$ cat config.mk
export PLATFORM = sky130hd
export DESIGN_NAME = alu_result_queue
export DESIGN_NICKNAME = d
export VERILOG_FILES = /design/src/rtl/alu_result_queue.sv
export SDC_FILE = /design/constraint.sdc
export NUM_CORES = 1
export LEC_CHECK = 0
export ABC_AREA = 0
export BUFFER_PORTS_ARGS = -buffer_cell sky130_fd_sc_hd__clkbuf_2
export CORE_UTILIZATION = 40
export CTS_CLUSTER_SIZE = 40
export DETAILED_ROUTE_END_ITERATION = 6
export SYNTH_ARGS = -nofsm -noshare
export SYNTH_HDL_FRONTEND = slang
export SYNTH_SLANG_ARGS = --single-unit
$ cat constraint.sdc
create_clock -name clk -period 2.21 [get_ports clk]
set_input_delay 0.3315 -clock clk [delete_from_list [all_inputs] [get_ports clk]]
set_output_delay 0.3315 -clock clk [all_outputs]
set_load 0.005 [all_outputs]
$ cat src/rtl/alu_result_queue.sv
// alu_result_queue: buffers ALU result words and their flags in a small FIFO
// for the writeback stage. It also tracks last-result status, sticky
// carry/overflow bits and a saturating count of overflow events.
module alu_result_queue #(
  parameter int DATA_W = 16,
  parameter int DEPTH  = 4
) (
  input  logic                        clk,
  input  logic                        rst_n,
  input  logic                        in_valid,
  output logic                        in_ready,
  input  logic [DATA_W-1:0]           in_z,
  input  logic                        in_sign,
  input  logic                        in_zero,
  input  logic                        in_carry,
  input  logic                        in_parity,
  input  logic                        in_overflow,
  output logic                        out_valid,
  input  logic                        out_ready,
  output logic [DATA_W-1:0]           out_z,
  output logic [4:0]                  out_flags,
  output logic [4:0]                  status_flags,
  output logic                        sticky_carry,
  output logic                        sticky_ovf,
  output logic [7:0]                  ovf_count,
  input  logic                        clr_sticky,
  output logic [$clog2(DEPTH):0]      level
);

  localparam int AW = $clog2(DEPTH);
  localparam logic [AW:0] FULL_LVL = (AW+1)'(DEPTH);

  typedef struct packed {
    logic [DATA_W-1:0] z;
    logic [4:0]        flags;
  } entry_t;

  entry_t          mem [DEPTH];
  logic [AW-1:0]   wr_ptr, rd_ptr;
  logic [4:0]      in_flags;
  logic            push, pop;

  // Handshake is derived from the registered level only, so no
  // combinational path exists from in_valid/out_ready to the ready/valid outs.
  assign in_flags  = {in_overflow, in_parity, in_carry, in_zero, in_sign};
  assign in_ready  = (level != FULL_LVL);
  assign out_valid = (level != '0);
  assign push      = in_valid & in_ready;
  assign pop       = out_valid & out_ready;
  assign out_z     = mem[rd_ptr].z;
  assign out_flags = mem[rd_ptr].flags;

  // Storage write; contents are deliberately not reset.
  always_ff @(posedge clk) begin
    if (push) mem[wr_ptr] <= '{z: in_z, flags: in_flags};
  end

  // Pointers and occupancy; pointers wrap naturally at the power-of-two depth.
  always_ff @(posedge clk or negedge rst_n) begin
    if (!rst_n) begin
      wr_ptr <= '0;
      rd_ptr <= '0;
      level  <= '0;
    end else begin
      if (push) wr_ptr <= wr_ptr + 1'b1;
      if (pop)  rd_ptr <= rd_ptr + 1'b1;
      case ({push, pop})
        2'b10:   level <= level + 1'b1;
        2'b01:   level <= level - 1'b1;
        default: level <= level;
      endcase
    end
  end

  // Status path follows pushes only; a push in the same cycle as a clear
  // overrides the clear with the pushed flags.
  always_ff @(posedge clk or negedge rst_n) begin
    if (!rst_n) begin
      status_flags <= '0;
      sticky_carry <= 1'b0;
      sticky_ovf   <= 1'b0;
      ovf_count    <= '0;
    end else if (push) begin
      status_flags <= in_flags;
      if (clr_sticky) begin
        sticky_carry <= in_carry;
        sticky_ovf   <= in_overflow;
        ovf_count    <= {7'd0, in_overflow};
      end else begin
        sticky_carry <= sticky_carry | in_carry;
        sticky_ovf   <= sticky_ovf | in_overflow;
        if (in_overflow && ovf_count != 8'hFF) ovf_count <= ovf_count + 1'b1;
      end
    end else if (clr_sticky) begin
      sticky_carry <= 1'b0;
      sticky_ovf   <= 1'b0;
      ovf_count    <= '0;
    end
  end

endmodule

* Word-level counts from Yosys, hierarchy flattened
Memories as Yosys holds them, arrays and structs flattened.
Cells that the tools add are included.
** Word-level totals
- Flip-flop bits (word level) :: 22
- RAM bits :: 84
- Logic and storage cells :: 39
- Memories kept :: 1
** Memories
- mem :: words 4, width 21, rd ports 1, clocked after Yosys merged registers in 0, write ports 1, line 38 : entry_t mem [DEPTH];
** Operators by class
- Add/sub/neg operators :: 5
- Eq/ne operators :: 4
- Multiplexer cells :: 12
- Bitwise logic cells :: 4
- Reductions and logical operators :: 6
** Operators by type and width (number)
- $mux W8 :: 4
- $add A8 B1 Y8 const B :: 1
- $ne A8 B8 Y1 const B :: 1
- $mux W1 :: 7
- $pmux W3 S2 :: 1
- $reduce_bool A2 Y1 :: 3
- $add A2 B1 Y2 const B :: 2
- $add A3 B1 Y3 const B :: 1
- $ne A3 B3 Y1 const B :: 1
- $reduce_bool A3 Y1 :: 1
- $sub A3 B1 Y3 const B :: 1
- $and A1 B1 Y1 :: 2
- $eq A2 B1 Y1 const B :: 1
- $eq A2 B2 Y1 const B :: 1
- $or A1 B1 Y1 :: 2
- $reduce_and A2 Y1 :: 1
- $logic_and A1 B1 Y1 :: 1

* Logic depth before layout (Yosys ltp)
Gate-level depths: netlist of run 1.
- Depth after elaboration :: 5
- Mapped depth :: 11
- Gate-level depth less buffers :: 10

* Worst setup path after synthesis of run 1
No wires, ideal clock.
- Path type :: reg2reg
- Start point :: register level[0]
- End point :: register level[2]
- Library setup time :: 79 ps
- Data arrival time :: 2151 ps
- Required time :: 2131 ps
- Path slack :: -20 ps
- Stages on the path, launching flop included :: 12
- Path buffers :: 1
- Clock period less this slack :: 2230 ps
- Cells stage by stage :: dfrtp_1 nor3b_4 inv_4 and2_4 buf_6 clkinv_2 ha_1 inv_1 fa_1 xor2_1 nor2_1 xor2_1
** On the way
- Word-level cells in the longest chain between the ends :: 4
- Elaborated cells between the ends (all ways) :: 10
** RTL lines
- start, declared :: line 27 : output logic [$clog2(DEPTH):0] level
- start signal, assigned :: line 68 : 2'b10: level <= level + 1'b1;
- start signal, assigned :: line 69 : 2'b01: level <= level - 1'b1;
- start signal, assigned :: line 70 : default: level <= level;
- $ne A3 B3 Y1 (*) :: line 46 : assign in_ready = (level != FULL_LVL);
- via in_ready :: line 11 : output logic in_ready,
- $and A1 B1 Y1 (*) :: line 48 : assign push = in_valid & in_ready;
- $eq A2 B1 Y1 / $eq A2 B2 Y1 (equally long branches) :: line 67 : case ({push, pop})
- $pmux W3 S2 / $reduce_bool A2 Y1 (equally long branches)
The timed path passes the listed nets; every way through them passes the cells marked *.
A chain may end at the register's enable or synchronous reset.

* Final worst setup path of run 1
- Start point :: register level[0]
- End point :: register level[2]
** On the way
- Word-level cells in the longest chain between the ends :: 4
- Elaborated cells between the ends (all ways) :: 10
** RTL lines (line)
- $ne A3 B3 Y1 / $reduce_bool A3 Y1 (equally long branches) :: 46, 47
- $and A1 B1 Y1 (on tied branches) :: 48, 49
- $eq A2 B1 Y1 / $eq A2 B2 Y1 (equally long branches) :: 67
- $pmux W3 S2 / $reduce_bool A2 Y1 (equally long branches)
Parallel ways exist; a longest one is shown, timed or not.

==> run summary, run 1 <==
status - completed
io pins - 67
DIE WIDTH - 105 microns
Max clock buf depth - 2
CTS Sinks - 106
Worst Skew - 0.00837 ns
wirelength, routed - 7.45 mm
vias in the first global route - 2,338
delay-heaviest family, CP - adder cells
Hold WS - 0.175 ns
Post-synth ARST share - 0.208
Layout Nets - 341
cell mode on critical path - xor2_1
GR Overflow Total - 0
Synth Cell Area - 4200 sq um
CTS root buffer - clkbuf_8
WP data required - 2.50 ns
switching pwr - 0.00176 W
reg2reg start - level[0]$_DFFE_PN0P_
Leak Pwr - 1.89 nW
Num CTS Buffers - 9
Syn Inst Count - 227
initial antenna violation count - 0
WHS Path Cells - 1
DP Worst Slack - 0.102 ns
MaxCap Viol Count - 0
global-route usage over all layers - 0.150
sequential area share after synthesis - 0.731
first-pass GRT wire length - 12.1 mm
DR WL/cell - 16.6 microns
PwrDens - 1160 nW/um^2
Layout area overhead - 18.0%
Placer Congestion - 0.731
fmax - 483 MHz
layout cells sized above 1 - 0.409
die extent in y - 105 microns
Final min period - 2.07 ns
critical path, cell by cell - nor3b_4 > inv_4 > and2_4 > clkinv_2 > ha_1 > inv_1 > fa_1 > xor2_1 > nor2_1 > xor2_1
Clock power frac - 0.194
Iter 0 DRT Violations - 97
Int Pwr - 0.00398 W
Reg power frac - 0.485
flops & latches, synth - 106
slowest CP cell - dfrtp_2
ANT cells - 0
largest net degree at the start of global routing - 23
CP bufs+invs - 3
Post-Syn Nets - 260
clock latency on the worst-skew pair - 0.37 ns
Crit path largest cell delay - 0.46 ns
Sw Share - 0.306
CTS tree - built
number of buffers added on ports - 66
Hold Vio Cnt, Final - 0
die area - 10,900 sq um
worst r2r path cells - 10
row count - 37
via total after detailed routing - 2,277
Max Slew Vio Count - 0
CP endpoint kind - register
min-delay worst type - input pin to register
critical path class - register to register
warnings from Yosys - 0
Via density - 5.07
FF-to-FF setup slack - 0.14 ns
Synth Flop Type - edfxtp_1
final setup fails - 0
Hold Path Origin - in_z[7]
Slew headroom - 0.627
Final ANT Viol Nets - 0
Comb pwr share - 0.321
Worst Path Max Fanout - 5
final core occ - 0.483
Distinct cells, synth - 43
Worst-path clk slew - 0.10 ns
# DRC - 0
peak supply drop - 0.697 mV
reg-to-reg endpoint - level[2]$_DFFE_PN0P_
hold path endpoint - mem[3][12]$_DFFE_PP_
unrepaired setup endpoints after global routing - no
Critical Path Start Type - register
Core ar. - 10,300 sq um
setup TNS - 0 ns
drt first pass iters - 4
Initial Util - 0.409
fin crit share - 0.936
EDFF count, synth - 84
slew of the pin with the lowest slew margin - 0.559 ns
CP arrival - 2.36 ns
H-tree Lvls - 3
Final WS setup - 0.141 ns
post-synthesis average cell area - 18.5 sq um
post_cts resized - 0
Final HPWL DP - 4.72 mm
registers in the layout (all words and copies together), names as in the netlist:
| name | cells |
|---|---|
| mem | 84 |
| ovf_count | 8 |
| status_flags | 5 |
| level | 3 |
| rd_ptr | 2 |
| wr_ptr | 2 |
| sticky_carry | 1 |
| sticky_ovf | 1 |
power by group through the flow:
stage	clock [W]	sequential (W)	combinational (W)
floorplan	0	0.00278	0.00115
global placement	0	0.00281	0.00186
detailed placement	0	0.00283	0.00188
CTS	0.00116	0.00279	0.00188
global route	0.00124	0.00282	0.00202
finish	0.00111	0.00278	0.00184
stage by stage:
step / power [W] / instances / cell area [sq um]
6_report: 0.00573 / 449 / 4960
5_1_grt: 0.00609 / 449 / 4960
4_1_cts: 0.00583 / 448 / 4950
3_5_place_dp: 0.00471 / 431 / 4760
3_3_place_gp: 0.00467 / 431 / 4760
2_1_floorplan: 0.00393 / 227 / 4210
synthesized netlist by cell type, drive strengths merged, types with 2 or more instances:
library cell | number | area [sq um]
nand2 | 21 | 78.8
nand4 | 2 | 12.5
a211oi | 2 | 15.0
mux2 | 2 | 30.0
nor3b | 2 | 26.3
dfrtp | 22 | 551
ha | 6 | 75.1
mux4 | 21 | 473
edfxtp | 84 | 2520
and2 | 3 | 22.5
nor2 | 5 | 18.8
buf | 6 | 36.3
and3 | 4 | 30.0
nand3 | 3 | 15.0
xor2 | 4 | 35.0
a21oi | 5 | 36.3
nor2b | 3 | 18.8
o21ai | 6 | 30.0
inv | 9 | 36.3
xnor2 | 3 | 26.3
layout by cell type (no fill, tap or decap), types with 2 or more instances in the layout:
cell / n
and3_2: 4
o21ai_0: 3
buf_12: 2
clkinv_4: 3
a21oi_2: 3
nand3_1: 3
clkbuf_2: 66
edfxtp_1: 84
mux2_4: 2
o21ai_1: 3
nand4_1: 2
nor2_1: 5
inv_1: 8
mux4_2: 21
clkbuf_8: 9
inv_8: 2
nor2b_1: 3
xnor2_1: 3
a21oi_1: 2
xor2_1: 4
a211oi_1: 2
buf_4: 8
dfrtp_1: 21
ha_1: 6
nand2_1: 21
routing by layer:
metal | vias to the layer above | GRT usage | routed length, microns
li1 | 1035 | - | -
met1 | 1159 | 0.188 | 3190
met2 | 71 | 0.243 | 3680
met3 | 12 | 0.0451 | 461
met4 | 0 | 0.0592 | 117
met5 | - | 0 | 0
cell families (layout without fill, tap and decap cells):
logic type               count (synthesis)  after routing  synth area share
buffers and inverters                   17            103            0.0193
flip-flops                             106            106             0.731
multiplexers                            24             24             0.122
AO/OA/AOI/OAI                           16             16            0.0259
XOR/XNOR                                 7              7            0.0146
AND/OR/NAND/NOR                         50             50            0.0646
adder cells (fa/ha/maj)                  7              7            0.0226
area by class of cell:
class | instances | area [sq um]
fill | 907 | 5320
sequential | 106 | 3070
multi-input combinational | 104 | 1050
timing repair buffer | 77 | 440
tap | 136 | 170
clock buffer | 10 | 128
clock inverter | 6 | 57.6
inverter | 10 | 41.3
worst max-delay path by stage:
stage | from | endpoint | depth (start not counted)
after global routing | level[0]$_DFFE_PN0P_ | level[2]$_DFFE_PN0P_ | 10
final | level[0]$_DFFE_PN0P_ | level[2]$_DFFE_PN0P_ | 10
after detailed placement | level[1]$_DFFE_PN0P_ | level[2]$_DFFE_PN0P_ | 10
after global placement | level[0]$_DFFE_PN0P_ | level[2]$_DFFE_PN0P_ | 10
after CTS | level[1]$_DFFE_PN0P_ | level[2]$_DFFE_PN0P_ | 10
after floorplan | level[1]$_DFFE_PN0P_ | level[2]$_DFFE_PN0P_ | 11
worst reg2reg max path: stages (launching register included):
cell	delay, ns
dfrtp_2	0.46
nor3b_4	0.26
inv_4	0.04
and2_4	0.16
clkinv_2	0.05
ha_1	0.18
inv_1	0.06
fa_1	0.38
xor2_1	0.15
nor2_1	0.12
xor2_1	0.15
repair_timing:
action,4_1_cts,5_1_grt
hold buffers,1,0
setup buffers,0,1
endpoints found under the setup margin,0,1
endpoints found under the hold margin,22,0
No activity file was read; power rests on OpenSTA's default activity.
==> run 2, diff against run 1 <==
--- a/config.mk
+++ b/config.mk
@@ -7,9 +7,11 @@
 export LEC_CHECK = 0
 export ABC_AREA = 0
 export BUFFER_PORTS_ARGS = -buffer_cell sky130_fd_sc_hd__clkbuf_2
-export CORE_UTILIZATION = 40
+export CORE_ASPECT_RATIO = 1.1
+export CORE_UTILIZATION = 50
 export CTS_CLUSTER_SIZE = 40
 export DETAILED_ROUTE_END_ITERATION = 6
+export PLACE_DENSITY = 0.75
 export SYNTH_ARGS = -nofsm -noshare
 export SYNTH_HDL_FRONTEND = slang
 export SYNTH_SLANG_ARGS = --single-unit
==> run summary, run 2 (synthesis results as in run 1) <==
status - completed (unchanged)
via total after detailed routing - 2,248 (was 2,277)
Iter 0 DRT Violations - 120 (was 97)
unrepaired setup endpoints after global routing - no (unchanged)
Worst Path Max Fanout - 5 (unchanged)
critical path class - register to register (unchanged)
CTS Sinks - 106 (unchanged)
slowest CP cell - dfrtp_2 (unchanged)
met3 usage - 0.0566 (was 0.0451)
most common cell after layout, fill and taps aside - edfxtp_1 (unchanged)
wirelength, routed - 7.20 mm (was 7.45 mm)
critical path, cell by cell - nor3b_4 > inv_4 > and2_4 > clkinv_2 > ha_1 > inv_1 > fa_1 > xor2_1 > nor2_1 > xor2_1 (unchanged)
ANT cells - 0 (unchanged)
first-pass GRT wire length - 11.8 mm (was 12.1 mm)
DR WL/cell - 17.1 microns (was 16.6 microns)
number of buffers added on ports - 66 (unchanged)
min-delay worst type - input pin to register (unchanged)
WP data required - 2.49 ns (was 2.50 ns)
Max Slew Vio Count - 0 (unchanged)
Slew headroom - 0.620 (was 0.627)
Hold Path Origin - in_z[5] (was in_z[7])
Num CTS Buffers - 9 (unchanged)
fmax - 484 MHz (was 483 MHz)
fin crit share - 0.935 (was 0.936)
worst r2r path cells - 10 (unchanged)
Layout Nets - 342 (was 341)
Layout area overhead - 18.1% (was 18.0%)
die area - 8780 sq um (was 10,900 sq um)
Final HPWL DP - 4.97 mm (was 4.72 mm)
Critical Path Start Type - register (unchanged)
setup TNS - 0 ns (unchanged)
reg-to-reg endpoint - level[2]$_DFFE_PN0P_ (unchanged)
final setup fails - 0 (unchanged)
Worst-path clk slew - 0.09 ns (was 0.10 ns)
Worst Skew - 0.00835 ns (was 0.00837 ns)
post_cts resized - 0 (unchanged)
CTS root buffer - clkbuf_8 (unchanged)
Via density - 5.33 (was 5.07)
CTS tree - built (unchanged)
Largest Register - mem (unchanged)
Placer Congestion - 0.822 (was 0.731)
Pwr Total - 0.00588 W (was 0.00573 W)
io pins - 67 (unchanged)
PwrDens - 1180 nW/um^2 (was 1160 nW/um^2)
Hold Vio Cnt, Final - 0 (unchanged)
hold path endpoint - mem[0][10]$_DFFE_PP_ (was mem[3][12]$_DFFE_PP_)
max FFs per register - 84 (unchanged)
GR Overflow Total - 0 (unchanged)
initial antenna violation count - 0 (unchanged)
met1 GRT Util - 0.245 (was 0.188)
CP endpoint kind - register (unchanged)
largest net degree at the start of global routing - 23 (unchanged)
WHS Path Cells - 1 (unchanged)
Top Registers - mem x84, ovf_count x8, status_flags x5 (unchanged)
Core ar. - 8040 sq um (was 10,300 sq um)
layout cells sized above 1 - 0.411 (was 0.409)
reg2reg start - level[0]$_DFFE_PN0P_ (unchanged)
slew of the pin with the lowest slew margin - 0.570 ns (was 0.559 ns)
peak supply drop - 0.746 mV (was 0.697 mV)
Final ANT Viol Nets - 0 (unchanged)
GR Layer Usage met2 - 0.302 (was 0.243)
Leak Pwr - 1.91 nW (was 1.89 nW)
Max clock buf depth - 2 (unchanged)
row count - 34 (was 37)
MaxCap Viol Count - 0 (unchanged)
vias in the first global route - 2,284 (was 2,338)
DIE WIDTH - 89.4 microns (was 105 microns)
Final min period - 2.07 ns (about the same)
Initial Util - 0.523 (was 0.409)
most used routing layer - met2 (unchanged)
cell mode on critical path - xor2_1 (unchanged)
die extent in y - 98.2 microns (was 105 microns)
FF-to-FF setup slack - 0.14 ns (about the same)
drt first pass iters - 5 (was 4)
H-tree Lvls - 3 (unchanged)
clock latency on the worst-skew pair - 0.35 ns (was 0.37 ns)
most frequent cells in the layout - edfxtp_1, clkbuf_2, mux4_2, nand2_1, dfrtp_1 (unchanged)
CP arrival - 2.35 ns (was 2.36 ns)
# DRC - 0 (unchanged)
DP Worst Slack - 0.140 ns (was 0.102 ns)
Final WS setup - 0.145 ns (was 0.141 ns)
Crit path largest cell delay - 0.46 ns (about the same)
global-route usage over all layers - 0.186 (was 0.150)
-- run 2: cell types whose count changed in the layout (fill, tap and decap cells not counted), moves of 2 or more --
cell | previous run | this run
clkinv_4 | 3 | 0
bufinv_16 | 0 | 2
inv_8 | 2 | 0
clkinv_2 | 1 | 3
-- run 2: worst max path at each step --
| stage | startpoint | endpoint | slack (ns) | cells past startpoint |
|---|---|---|---|---|
| 5_1_grt | level[0]$_DFFE_PN0P_ | level[2]$_DFFE_PN0P_ | 0.03 | 10 |
| 3_5_place_dp | level[1]$_DFFE_PN0P_ | level[2]$_DFFE_PN0P_ | 0.14 | 10 |
| 4_1_cts | level[1]$_DFFE_PN0P_ | level[2]$_DFFE_PN0P_ | 0.11 | 10 |
| 6_report | level[0]$_DFFE_PN0P_ | level[2]$_DFFE_PN0P_ | 0.14 | 10 |
| 2_1_floorplan | level[1]$_DFFE_PN0P_ | level[2]$_DFFE_PN0P_ | 0.005 | 11 |
| 3_3_place_gp | level[0]$_DFFE_PN0P_ | level[2]$_DFFE_PN0P_ | 0.18 | 10 |
-- run 2: area by class of cell --
| cell class | count | area (sq um) |
|---|---|---|
| Fill cell | 592 | 3080 |
| Sequential cell | 106 | 3070 |
| Multi-Input combinational cell | 104 | 1050 |
| Timing Repair Buffer | 78 | 448 |
| Tap cell | 108 | 135 |
| Clock buffer | 9 | 124 |
| Clock inverter | 7 | 91.3 |
| Inverter | 10 | 41.3 |
-- run 2: per-layer routing --
metal,routed length [microns],vias to the layer above,part of all wire
met5,0,-,0
met4,66,0,0.0092
met3,383,8,0.053
met2,3770,71,0.52
met1,2980,1127,0.41
li1,-,1042,-
-- run 2: through the flow --
| stage | std cells | util | cell area [sq um] | hold slack [ns] |
|---|---|---|---|---|
| 4_1_cts | 421 | 0.616 | 4960 | 0.176 |
| 5_1_grt | 422 | 0.617 | 4960 | 0.170 |
| 3_3_place_gp | 404 | 0.588 | 4730 | 0.338 |
| 3_5_place_dp | 404 | 0.588 | 4730 | 0.345 |
| 6_report | 422 | 0.617 | 4960 | 0.195 |
| 2_1_floorplan | 227 | - | 4210 | 0.0359 |
-- run 2: critical path: cells and delay by family (launching register included) --
family / cells / cell delay (ns)
XOR/XNOR: 2 / 0.30
buffers and inverters: 3 / 0.15
flip-flops: 1 / 0.46
adder cells (fa/ha/maj): 2 / 0.55
AND/OR/NAND/NOR: 3 / 0.53
-- run 2: timing repair --
action | 4_1_cts | 5_1_grt
endpoints found under the hold margin | 22 | 0
hold buffers | 1 | 0
setup endpoints to repair | 0 | 1
buffers inserted | 0 | 1
-- run 2: power breakdown --
part / internal, W / switching, W / total (W)
logic: 0.000936 / 0.000882 / 0.00182
registers: 0.00261 / 0.000195 / 0.00280
clock network: 0.000638 / 0.000614 / 0.00125
